**config.mk**
```make
export PLATFORM = sky130hd
export DESIGN_NAME = addsub_multicycle
export DESIGN_NICKNAME = d
export VERILOG_FILES = /design/src/rtl/addsub_pkg.sv /design/src/rtl/adder_chunk.sv /design/src/rtl/addsub_multicycle.sv
export SDC_FILE = /design/constraint.sdc
export NUM_CORES = 1
export LEC_CHECK = 0
export ABC_AREA = 1
export ABC_CLOCK_PERIOD_IN_PS = 9600
export CORE_UTILIZATION = 45
export DETAILED_ROUTE_END_ITERATION = 16
export GPL_ROUTABILITY_DRIVEN = 0
export PLACE_DENSITY = 0.82
export SYNTH_ARGS = -nofsm -noshare
export SYNTH_HDL_FRONTEND = slang
export SYNTH_SLANG_ARGS = --single-unit
```
**constraint.sdc**
```tcl
create_clock -name clk_i -period 9.6 [get_ports clk_i]
set_clock_uncertainty 0.15 [all_clocks]
set_input_delay 0.96 -clock clk_i [delete_from_list [all_inputs] [get_ports clk_i]]
set_output_delay 0.96 -clock clk_i [all_outputs]
set_load 0.05 [all_outputs]
```
**src/rtl/addsub_pkg.sv**
```systemverilog
// Shared types and elaboration helpers for the multi-cycle adder/subtractor.
package addsub_pkg;

    typedef enum logic [1:0] {
        IDLE = 2'd0,
        BUSY = 2'd1,
        DONE = 2'd2
    } state_t;

    function automatic int calc_nb_chunks(input int n_bits, input int c_bits);
        return n_bits / c_bits;
    endfunction

endpackage

```
**src/rtl/adder_chunk.sv**
```systemverilog
// Combinational ripple-carry slice adder; also exposes the carry entering its MSB
// so the parent can derive signed overflow on the top slice.
module adder_chunk #(
    parameter int W = 8
) (
    input  logic [W-1:0] i_a,
    input  logic [W-1:0] i_b,
    input  logic         i_cin,
    output logic [W-1:0] o_sum,
    output logic         o_cout,
    output logic         o_cmsb
);

    // Each bit owns its carry nets so the chain is a plain ripple of distinct signals.
    for (genvar gi = 0; gi < W; gi++) begin : g_bit
        logic w_cin;
        logic w_co;

        if (gi == 0) begin : g_first
            assign w_cin = i_cin;
        end else begin : g_chain
            assign w_cin = g_bit[gi-1].w_co;
        end

        assign o_sum[gi] = i_a[gi] ^ i_b[gi] ^ w_cin;
        assign w_co      = (i_a[gi] & i_b[gi]) | (w_cin & (i_a[gi] ^ i_b[gi]));
    end

    assign o_cout = g_bit[W-1].w_co;
    assign o_cmsb = g_bit[W-1].w_cin;

endmodule

```
**src/rtl/addsub_multicycle.sv**
```systemverilog
// Handshaked adder/subtractor that processes one chunk_bits slice per clock,
// least-significant slice first, reusing a single slice adder.
module addsub_multicycle
    import addsub_pkg::*;
#(
    parameter int nb_bits    = 32,
    parameter int chunk_bits = 8
) (
    input  logic               clk_i,
    input  logic               rst_ni,
    input  logic               valid_i,
    output logic               ready_o,
    input  logic               sub_i,
    input  logic [nb_bits-1:0] a_i,
    input  logic [nb_bits-1:0] b_i,
    output logic               valid_o,
    input  logic               ready_i,
    output logic [nb_bits:0]   sum_o,
    output logic               ovf_o
);

    localparam int NB_CHUNKS = calc_nb_chunks(nb_bits, chunk_bits);
    localparam int CW        = $clog2(NB_CHUNKS + 1);
    localparam logic [CW-1:0] LAST_CHUNK = CW'(NB_CHUNKS - 1);

    if ((nb_bits < 1) || (chunk_bits < 1) || ((nb_bits % chunk_bits) != 0)) begin : g_bad_param
        $error("addsub_multicycle: nb_bits must be a positive multiple of chunk_bits");
    end

    state_t              r_state;
    state_t              w_state_next;
    logic [CW-1:0]       r_cnt;
    logic [nb_bits-1:0]  r_a;
    logic [nb_bits-1:0]  r_b;
    logic [nb_bits-1:0]  r_sum_lo;
    logic                r_carry;
    logic                r_cout;
    logic                r_ovf;

    logic                w_accept;
    logic                w_last;
    logic [chunk_bits-1:0] w_chunk_sum;
    logic                w_chunk_cout;
    logic                w_chunk_cmsb;
    logic [nb_bits-1:0]  w_sum_lo_next;

    assign ready_o  = rst_ni && (r_state == IDLE);
    assign valid_o  = (r_state == DONE);
    assign w_accept = valid_i && ready_o;
    assign w_last   = (r_cnt == LAST_CHUNK);

    assign sum_o = {r_cout, r_sum_lo};
    assign ovf_o = r_ovf;

    adder_chunk #(
        .W(chunk_bits)
    ) u_adder (
        .i_a    (r_a[chunk_bits-1:0]),
        .i_b    (r_b[chunk_bits-1:0]),
        .i_cin  (r_carry),
        .o_sum  (w_chunk_sum),
        .o_cout (w_chunk_cout),
        .o_cmsb (w_chunk_cmsb)
    );

    // New slices enter at the top, so after the last slice every one sits in place.
    if (NB_CHUNKS == 1) begin : g_single
        assign w_sum_lo_next = w_chunk_sum;
    end else begin : g_multi
        assign w_sum_lo_next = {w_chunk_sum, r_sum_lo[nb_bits-1:chunk_bits]};
    end

    always_ff @(posedge clk_i) begin
        if (!rst_ni) begin
            r_state <= IDLE;
        end else begin
            r_state <= w_state_next;
        end
    end

    always_comb begin
        w_state_next = r_state;
        case (r_state)
            IDLE:    if (w_accept) w_state_next = BUSY;
            BUSY:    if (w_last)   w_state_next = DONE;
            DONE:    if (ready_i)  w_state_next = IDLE;
            default: w_state_next = IDLE;
        endcase
    end

    always_ff @(posedge clk_i) begin
        if (!rst_ni) begin
            r_cnt    <= '0;
            r_a      <= '0;
            r_b      <= '0;
            r_sum_lo <= '0;
            r_carry  <= 1'b0;
            r_cout   <= 1'b0;
            r_ovf    <= 1'b0;
        end else begin
            case (r_state)
                IDLE: begin
                    // Subtraction is a + ~b + 1: invert B once and seed the carry.
                    if (w_accept) begin
                        r_a     <= a_i;
                        r_b     <= b_i ^ {nb_bits{sub_i}};
                        r_carry <= sub_i;
                        r_cnt   <= '0;
                    end
                end
                BUSY: begin
                    r_a      <= r_a >> chunk_bits;
                    r_b      <= r_b >> chunk_bits;
                    r_carry  <= w_chunk_cout;
                    r_sum_lo <= w_sum_lo_next;
                    r_cnt    <= r_cnt + 1'b1;
                    if (w_last) begin
                        r_cout <= w_chunk_cout;
                        r_ovf  <= w_chunk_cmsb ^ w_chunk_cout;
                    end
                end
                default: ;
            endcase
        end
    end

endmodule
```
Yosys cells after proc, flatten, opt, wreduce, memory -nomap -nowiden --
Cells that the tools add are included.
Storage, ports and cells: output and inout bits 36, register bits after elaboration 104, bits of input ports 69, word-level logic and storage cells 76
Operators by class: reduce and logical (&&, ||, !) cells 7, $add $sub $neg 1, bitwise gates (word level) 42, muxes and demuxes 12, eq/ne operators 6
Operators with widths (count):
- case mux 32 bit (2 select lines) | 2
- 2-to-1 mux 32 bit | 2
- XOR 32 bit | 1
- XOR 1 bit | 17
- AND 1 bit | 16
- bitwise OR 1 bit | 8
- 2-to-1 mux 2 bit | 3
- case mux 2 bit (3 select lines) | 1
- case mux 3 bit (2 select lines) | 1
- inequality test 2 bit (second input constant) | 2
- AND reduction 2 bit | 2
- adder 3 x 1 -> 3 bit (second input constant) | 1
- == test 3 x 2 -> 1 bit (second input constant) | 1
- 2-to-1 mux 3 bit | 1
- AND reduction 3 bit | 1
- == test 2 x 1 -> 1 bit (second input constant) | 1
- == test 2 bit (second input constant) | 1
- logical AND 1 bit | 2
- logical NOT 2 bit | 1
- inequality test 2 x 1 -> 1 bit (second input constant) | 1
- case mux 1 bit (2 select lines) | 1
- nonzero test 2 bit | 1
- 2-to-1 mux 1 bit | 1

Logic depth before layout (Yosys ltp) --
Gate-level depths: netlist of the first run.
depth in word-level cells 18, mapped depth 14, mapped depth without buffers 14

Hierarchy --
From an unflattened synthesis of the first run, not the netlist that was laid out.
Second synthesis, totals: cells, all modules 717, area total of the unflattened synthesis 4899.7 um^2
Modules (own cells, without submodules):
- addsub_multicycle | area each 4702.0 um^2, seq. area each 2082.0 um^2, times used 1, cells an instance 699
- adder_chunk | area each 197.7 um^2, seq. area each 0.0 um^2, times used 1, cells an instance 18

Least setup slack after synthesis of the first run --
OpenSTA, ideal clock, no wires.
path kind register to register, start reg r_a[0], end reg r_sum_lo[31], period minus slack after synthesis 3660 ps, data arrival time 3440 ps, stages on the path, launching flop included 13, setup slack 5940 ps, required time 9380 ps, library setup time 70 ps, buffers on the path 0, cell sequence dfxtp_1 -> fa_1 -> inv_1 -> fa_1 -> inv_1 -> fa_1 -> fa_1 -> fa_1 -> fa_1 -> fa_1 -> inv_1 -> fa_1 -> a21oi_1
Between the ends: word-level cells in the longest chain between the ends 16, elaborated cells between the ends (all ways) 17, classes of those cells bitwise (17)
Ends and longest elaborated chain:
- start, declared | RTL line addsub_multicycle.sv:33 | logic [nb_bits-1:0] r_a;
- start signal, assigned | RTL line addsub_multicycle.sv:105 | r_a <= a_i;
- start signal, assigned | RTL line addsub_multicycle.sv:112 | r_a <= r_a >> chunk_bits;
- XOR 1 bit | RTL line adder_chunk.sv:26 | assign w_co = (i_a[gi] & i_b[gi]) | (w_cin & (i_a[gi] ^ i_b[gi]));
- AND 1 bit | RTL line adder_chunk.sv:26
- bitwise OR 1 bit * | RTL line adder_chunk.sv:26
- AND 1 bit * | RTL line adder_chunk.sv:26
- bitwise OR 1 bit * | RTL line adder_chunk.sv:26
- AND 1 bit * | RTL line adder_chunk.sv:26
- bitwise OR 1 bit * | RTL line adder_chunk.sv:26
- AND 1 bit * | RTL line adder_chunk.sv:26
- bitwise OR 1 bit * | RTL line adder_chunk.sv:26
- AND 1 bit * | RTL line adder_chunk.sv:26
- bitwise OR 1 bit * | RTL line adder_chunk.sv:26
- AND 1 bit * | RTL line adder_chunk.sv:26
- bitwise OR 1 bit * | RTL line adder_chunk.sv:26
- AND 1 bit * | RTL line adder_chunk.sv:26
- bitwise OR 1 bit * | RTL line adder_chunk.sv:26
- XOR 1 bit * | RTL line adder_chunk.sv:25 | assign o_sum[gi] = i_a[gi] ^ i_b[gi] ^ w_cin;
- end signal, assigned | RTL line addsub_multicycle.sv:115 | r_sum_lo <= w_sum_lo_next;
- end, declared | RTL line addsub_multicycle.sv:35 | logic [nb_bits-1:0] r_sum_lo;
Every way passes the cells marked *; elsewhere a longest branch is shown, timed or not. A chain may end at the register's enable or synchronous reset.

Final worst setup path of the first run --
start in rst_ni, end out ready_o
Between the ends: word-level cells in the longest chain between the ends 1
Ends and longest elaborated chain:
- start, declared | RTL line addsub_multicycle.sv:10 | input logic rst_ni,
- logical AND 1 bit | RTL line addsub_multicycle.sv:47 | assign ready_o = rst_ni && (r_state == IDLE);
- end, declared | RTL line addsub_multicycle.sv:12 | output logic ready_o,
No other way between the ends.

==> results.yml, run 1 <==
synthesis:
  post_synth_num_cell_types: 24
  synthesis.area_um2: 4870
  synth_instances: 714
  syn-mean-instance-area_um2: 6.82
  syn-num-nets: 793
  yosys_register_bits: 104
  sequential_area_share_after_synthesis_pct: 42.8
  yosysWarningCount: 0
outcome:
  run_status: "completed"
power_and_ir_drop:
  cellLeakagePower_uw: 0.00262
  p_per_area_nw_per_um2: 159
  peak_supply_drop_mv: 0.0781
die:
  core_area_um2: 10400
  die_x_um: 106
  initial_core_util_pct: 46.7
  die_area_um2: 11200
  core.rowCount: 37
  io_pins: 105
  die_height_um: 106
sta:
  sum_of_negative_setup_slack_ns: 0
  rsz0062_at_grt: "no"
  relSlewSlack_pct: 41.8
  period_share_pct: 46.6
  hold_viol_final: 0
  finalWorstPathRequiredPeriod_ns: 4.47
  finalSetupViolations: 0
  fmaxAchievable_ghz: 0.224
  final_number_of_max_transition_violations: 0
  worst_pin_slew_ns: 0.870
clock_tree:
  clockRootBuffer: "sky130_fd_sc_hd__clkbuf_8"
  cts_buffers: 9
  cts.htree.levels: 3
  post_cts_resize_count: 0
  clock_insertion_delay_worst_skew_ns: 0.37
  clkSinkCount: 104
  clkSlewWorstSetupHoldPaths_ns: 0.09
  cts_hold_buf: 0
  tritoncts: "yes"
  clock_tree_buffer_depth: 2
  number_of_buffers_inserted_by_post_cts_setup_repair: 0
layout:
  finalNetCount: 863
  drive_above_1_share_pct: 4.06
  postLayoutCellArea_um2: 6080
  diodes: 0
  synthToLayoutAreaGrowth_pct: 24.8
  n_fill_cell: 1007
worst_setup_path:
  worst-path-max-fanout: 63
  worstReg2RegStart: "r_a[0]"
  rr_worst_depth: 12
  crit_type: "in2out"
  path_cells: "buf_2 -> buf_4 -> inv_1 -> nor3_1 -> buf_4 -> clkdlybuf4s50_1"
  critical_path.slowest_cell: "sky130_fd_sc_hd__clkdlybuf4s50_1"
  critical_path_arrival_ns: 3.36
  endpoint_kind: "output pin"
  critical-path-max-stage-delay_ns: 0.82
  worst-endpoint-required_ns: 8.49
  crit_start_category: "primary input"
  startpoint: "rst_ni"
  crit_path_frequent_cell: "sky130_fd_sc_hd__buf_4"
worst_hold_path:
  hold_start: "r_a[24]"
  hold_path_depth: 2
  min_path_type: "reg2reg"
route:
  num_vias: 4519
  dr.pass1.iters: 4
  postRouteAntennaNets: 0
  detail_route.wl_per_cell_um: 11.5
  vias_per_cell: 4.89
  drt-total-wl_um: 10600
  drc: 0
  detail_route.iter0.violations: 276
placed_design:
  hpwlAfterDp_um: 6920
  postPlaceCellArea_um2: 5880
  io_buffer_count: 104
global_routing:
  vias_in_the_first_global_route: 3939
  grt.total_usage_pct: 19.6
  grt_remaining_overflow: 0
  grt_max_degree: 85
  global_route_wire_length_before_repair_um: 18000
  antenna_found_initial: 0
flow_run:
  maxCapViolCount: 0
==> placed cells by master (no fill, tap or decap), drive strengths merged, types with 2 or more instances in the layout <==
cell / instances
inv: 45
nand3: 61
dfxtp: 104
xor2: 9
clkbuf: 12
fa: 8
nor2: 114
buf: 7
clkdlybuf4s50: 103
a21oi: 47
clkinv: 4
ha: 2
nor3: 2
o21ai: 72
nand2: 196
==> sequential cells by signal, summed over array words and instances, names as in the netlist <==
signal and count:
r_b 32, r_cnt 3, r_sum_lo 32, ovf_o 1, r_a 32, r_cout 1
r_state 2, r_carry 1
==> final timing paths <==
| kind | endpoint | slack, ns |
|---|---|---|
| max reg2reg | r_sum_lo[31] | 5.75 |
| min reg2reg | r_a[24] | 0.30 |
| min | r_a[24] | 0.30 |
| max | ready_o | 5.13 |
==> metal layers <==
layer,vias to the layer above,track usage (%),wire [µm]
met1,1991,25.2,4740
met2,123,32.6,5090
met4,0,5.46,112
met5,-,0,0
met3,10,4.90,681
li1,2395,-,-
==> Yosys cell counts (all sizes together) <==
library cell | count | area share [%]
nor3 | 2 | 0.21
xor2 | 9 | 1.6
nand2 | 196 | 15
fa | 8 | 3.3
or2 | 1 | 0.13
o21a | 1 | 0.15
nand3 | 61 | 6.4
dfxtp | 104 | 43
o211a | 1 | 0.21
nor2 | 114 | 8.9
clkbuf | 23 | 1.8
inv | 45 | 3.5
a21oi | 47 | 4.8
o21ai | 72 | 7.4
buf | 28 | 3.0
ha | 2 | 0.51
==> critical path: cells and delay by family <==
family / cells / cell delay [ns]
buf+inv: 5 / 2.09
simple gates: 1 / 0.29
==> stage by stage <==
step	hold slack [ns]	setup WS (ns)	utilization (%)	power [µW]	instances
5_1_grt	0.318	4.89	58.3	1020	925
3_5_place_dp	0.291	5.18	56.5	718	909
2_1_floorplan	0.274	5.94	-	644	714
6_report	0.300	5.13	58.3	969	925
4_1_cts	0.305	5.15	58.3	977	925
3_3_place_gp	0.285	5.17	56.5	715	909
==> power by group <==
part	switching (µW)	leakage (µW)	internal, µW	total [µW]
clock	144	0.000102	116	260
combinational	136	0.00166	86.1	222
sequential	20.3	0.000854	466	486
==> cell families after synthesis <==
family | count (synthesis) | synth area share (%)
compound gates | 121 | 12.6
xor+xnor | 9 | 1.62
fa+ha+maj | 10 | 3.80
buf+inv | 96 | 8.30
flops | 104 | 42.8
simple gates | 374 | 30.9
==> cell type report <==
cell class | count | area [µm²] | area share [%]
multi-input cells | 514 | 2380 | 39.2
well taps | 136 | 170 | 2.80
inverters | 45 | 169 | 2.78
clock inverters | 4 | 27.5 | 0.453
clock buffers | 12 | 165 | 2.72
repair buffers | 110 | 1080 | 17.8
flip-flops and latches | 104 | 2080 | 34.3
(Power assumes the default switching activity.)
==> inputs of run 2 (changes only) <==
--- a/config.mk
+++ b/config.mk
@@ -6,11 +6,11 @@
 export NUM_CORES = 1
 export LEC_CHECK = 0
 export ABC_AREA = 1
-export ABC_CLOCK_PERIOD_IN_PS = 9600
+export ABC_CLOCK_PERIOD_IN_PS = 4100
 export CORE_UTILIZATION = 45
 export DETAILED_ROUTE_END_ITERATION = 16
 export GPL_ROUTABILITY_DRIVEN = 0
-export PLACE_DENSITY = 0.82
+export PLACE_DENSITY = 0.85
 export SYNTH_ARGS = -nofsm -noshare
 export SYNTH_HDL_FRONTEND = slang
 export SYNTH_SLANG_ARGS = --single-unit
==> constraint.sdc (replaced) <==
create_clock -name clk_i -period 4.1 [get_ports clk_i]
set_clock_uncertainty 0.15 [all_clocks]
set_input_delay 0.41 -clock clk_i [delete_from_list [all_inputs] [get_ports clk_i]]
set_output_delay 0.41 -clock clk_i [all_outputs]
set_load 0.05 [all_outputs]
==> run 2 against run 1 <==
Effect of this change:
- sequential share of layout area shrank 0.19 points
- first-iteration DRC count grew 3.6%
- worst setup slack lost 4.9 ns
- critical endpoint is now r_sum_lo[31]
- largest power group unchanged
==> results.yml, run 2 (synthesized netlist as in run 1, its figures left out) <==
worst_setup_path:
  worst-path-max-fanout: 2
  worst-endpoint-required_ns: 4.26
  critical_path_arrival_ns: 4.04
  endpoint_kind: "flip-flop"
  crit_start_category: "flip-flop"
  crit_type: "reg2reg"
  worstReg2RegStart: "r_a[0]"
  startpoint: "r_a[0]"
clock_tree:
  cts_hold_buf: 0
  clock_tree_buffer_depth: 2
  number_of_buffers_inserted_by_post_cts_setup_repair: 0
  clockRootBuffer: "sky130_fd_sc_hd__clkbuf_8"
  cts.htree.levels: 3
  clock_insertion_delay_worst_skew_ns: 0.39
  clkSinkCount: 104
  cts_buffers: 9
  clkSlewWorstSetupHoldPaths_ns: 0.11
  post_cts_resize_count: 0
  tritoncts: "yes"
sta:
  fmaxAchievable_ghz: 0.258
  holdWs_ns: 0.302
  relSlewSlack_pct: 28.0
  final_number_of_max_transition_violations: 0
  worst_pin_slew_ns: 1.08
  hold_viol_final: 0
  sum_of_negative_setup_slack_ns: 0
  finalSetupViolations: 0
  rsz0062_at_grt: "no"
  finalWorstPathRequiredPeriod_ns: 3.88
  period_share_pct: 94.5
placed_design:
  hpwlAfterDp_um: 6950
  io_buffer_count: 104
flow_run:
  maxCapViolCount: 0
die:
  initial_core_util_pct: 46.7
  core.rowCount: 37
  die_height_um: 106
  die_x_um: 106
  io_pins: 105
  core_area_um2: 10400
  die_area_um2: 11200
global_routing:
  antenna_found_initial: 0
  grt_remaining_overflow: 0
  global_route_wire_length_before_repair_um: 18300
  grt_max_degree: 115
  vias_in_the_first_global_route: 4184
  grt.total_usage_pct: 20.0
power_and_ir_drop:
  peak_supply_drop_mv: 0.195
  switching_share_pct: 32.1
  power.net_switching_uw: 753
  report.power.total_uw: 2340
  power.internal_uw: 1590
  comb_power_share_pct: 22.4
  sequentialPowerShare_pct: 48.6
  share_clk_of_total_power_pct: 29.0
  p_per_area_nw_per_um2: 383
  cellLeakagePower_uw: 0.00263
layout:
  most-common-layout-cells: "sky130_fd_sc_hd__nand2_1, sky130_fd_sc_hd__nor2_1, sky130_fd_sc_hd__dfxtp_1"
  postLayoutCoreUtil_pct: 58.7
  synthToLayoutAreaGrowth_pct: 25.5
  diodes: 0
  finalNetCount: 864
  biggest_regs: "r_a x32, r_b x32, r_sum_lo x32"
  drive_above_1_share_pct: 4.30
  most_common_cell_after_layout_fill_and_taps_aside: "sky130_fd_sc_hd__nand2_1"
outcome:
  run_status: "completed"
route:
  postRouteAntennaNets: 0
  drc: 0
  drt-total-wl_um: 10900
  num_vias: 4522
  detail_route.iter0.violations: 286
  dr.pass1.iters: 5
  detail_route.wl_per_cell_um: 11.8
  vias_per_cell: 4.88
worst_hold_path:
  min_path_type: "reg2reg"
  hold_start: "r_a[27]"
==> run 2: changes by cell type in the layout (fill, tap and decap cells not counted) <==
cell,change
sky130_fd_sc_hd__clkinv_2,-2
sky130_fd_sc_hd__clkbuf_8,-3
sky130_fd_sc_hd__inv_8,+1
sky130_fd_sc_hd__buf_12,+1
sky130_fd_sc_hd__inv_6,+3
sky130_fd_sc_hd__clkdlybuf4s50_1,-1
sky130_fd_sc_hd__buf_4,+1
sky130_fd_sc_hd__bufinv_16,+1
==> run 2: per-layer routing <==
metal / track usage, % / wire, µm
met3: 6.13 / 699
met1: 24.6 / 5100
met4: 5.65 / 148
met2: 33.8 / 4970
met5: 0 / 0
==> run 2: power by group through the flow <==
stage	Sequential, µW	Combinational [µW]	Clock (µW)
after floorplan	1240	268	0
after global placement	1160	518	0
after detailed placement	1160	524	0
after CTS	1140	528	689
after global routing	1150	586	729
final	1140	525	679
==> run 2: per-stage QoR <==
stage                     cells  instance area (µm²)  setup slack, ns
after floorplan             714                 4870            0.440
after global placement      910                 5900            0.332
after detailed placement    910                 5900            0.255
after CTS                   926                 6110            0.230
after global routing        926                 6110          0.00843
final                       926                 6110            0.224
==> run 2: layout make-up <==
class                      count  area (µm²)
clock buffer                   9         124
clock inverter                 7        85.1
fill                         991        4310
inverter                      45         169
multi-input combinational    514        2380
sequential                   104        2080
tap                          136         170
timing repair buffer         111        1100
==> run 2: final timing paths <==
check                       to  slack [ns]  depth (start not counted)
setup / recovery  r_sum_lo[31]        0.22                         12
hold / removal         r_a[27]        0.30                          2
hold reg to reg        r_a[27]        0.30                          2
setup reg to reg  r_sum_lo[31]        0.22                         12
==> run 2: worst max-delay path, stage by stage (launching register included) <==
cell                      delay [ns]
sky130_fd_sc_hd__dfxtp_1        0.34
sky130_fd_sc_hd__fa_1           0.43
sky130_fd_sc_hd__inv_1          0.08
sky130_fd_sc_hd__fa_1           0.15
sky130_fd_sc_hd__inv_1          0.05
sky130_fd_sc_hd__fa_1           0.38
sky130_fd_sc_hd__fa_1           0.39
sky130_fd_sc_hd__fa_1           0.39
sky130_fd_sc_hd__fa_1           0.40
sky130_fd_sc_hd__fa_1           0.42
sky130_fd_sc_hd__inv_1          0.09
sky130_fd_sc_hd__fa_1           0.41
sky130_fd_sc_hd__a21oi_1        0.12
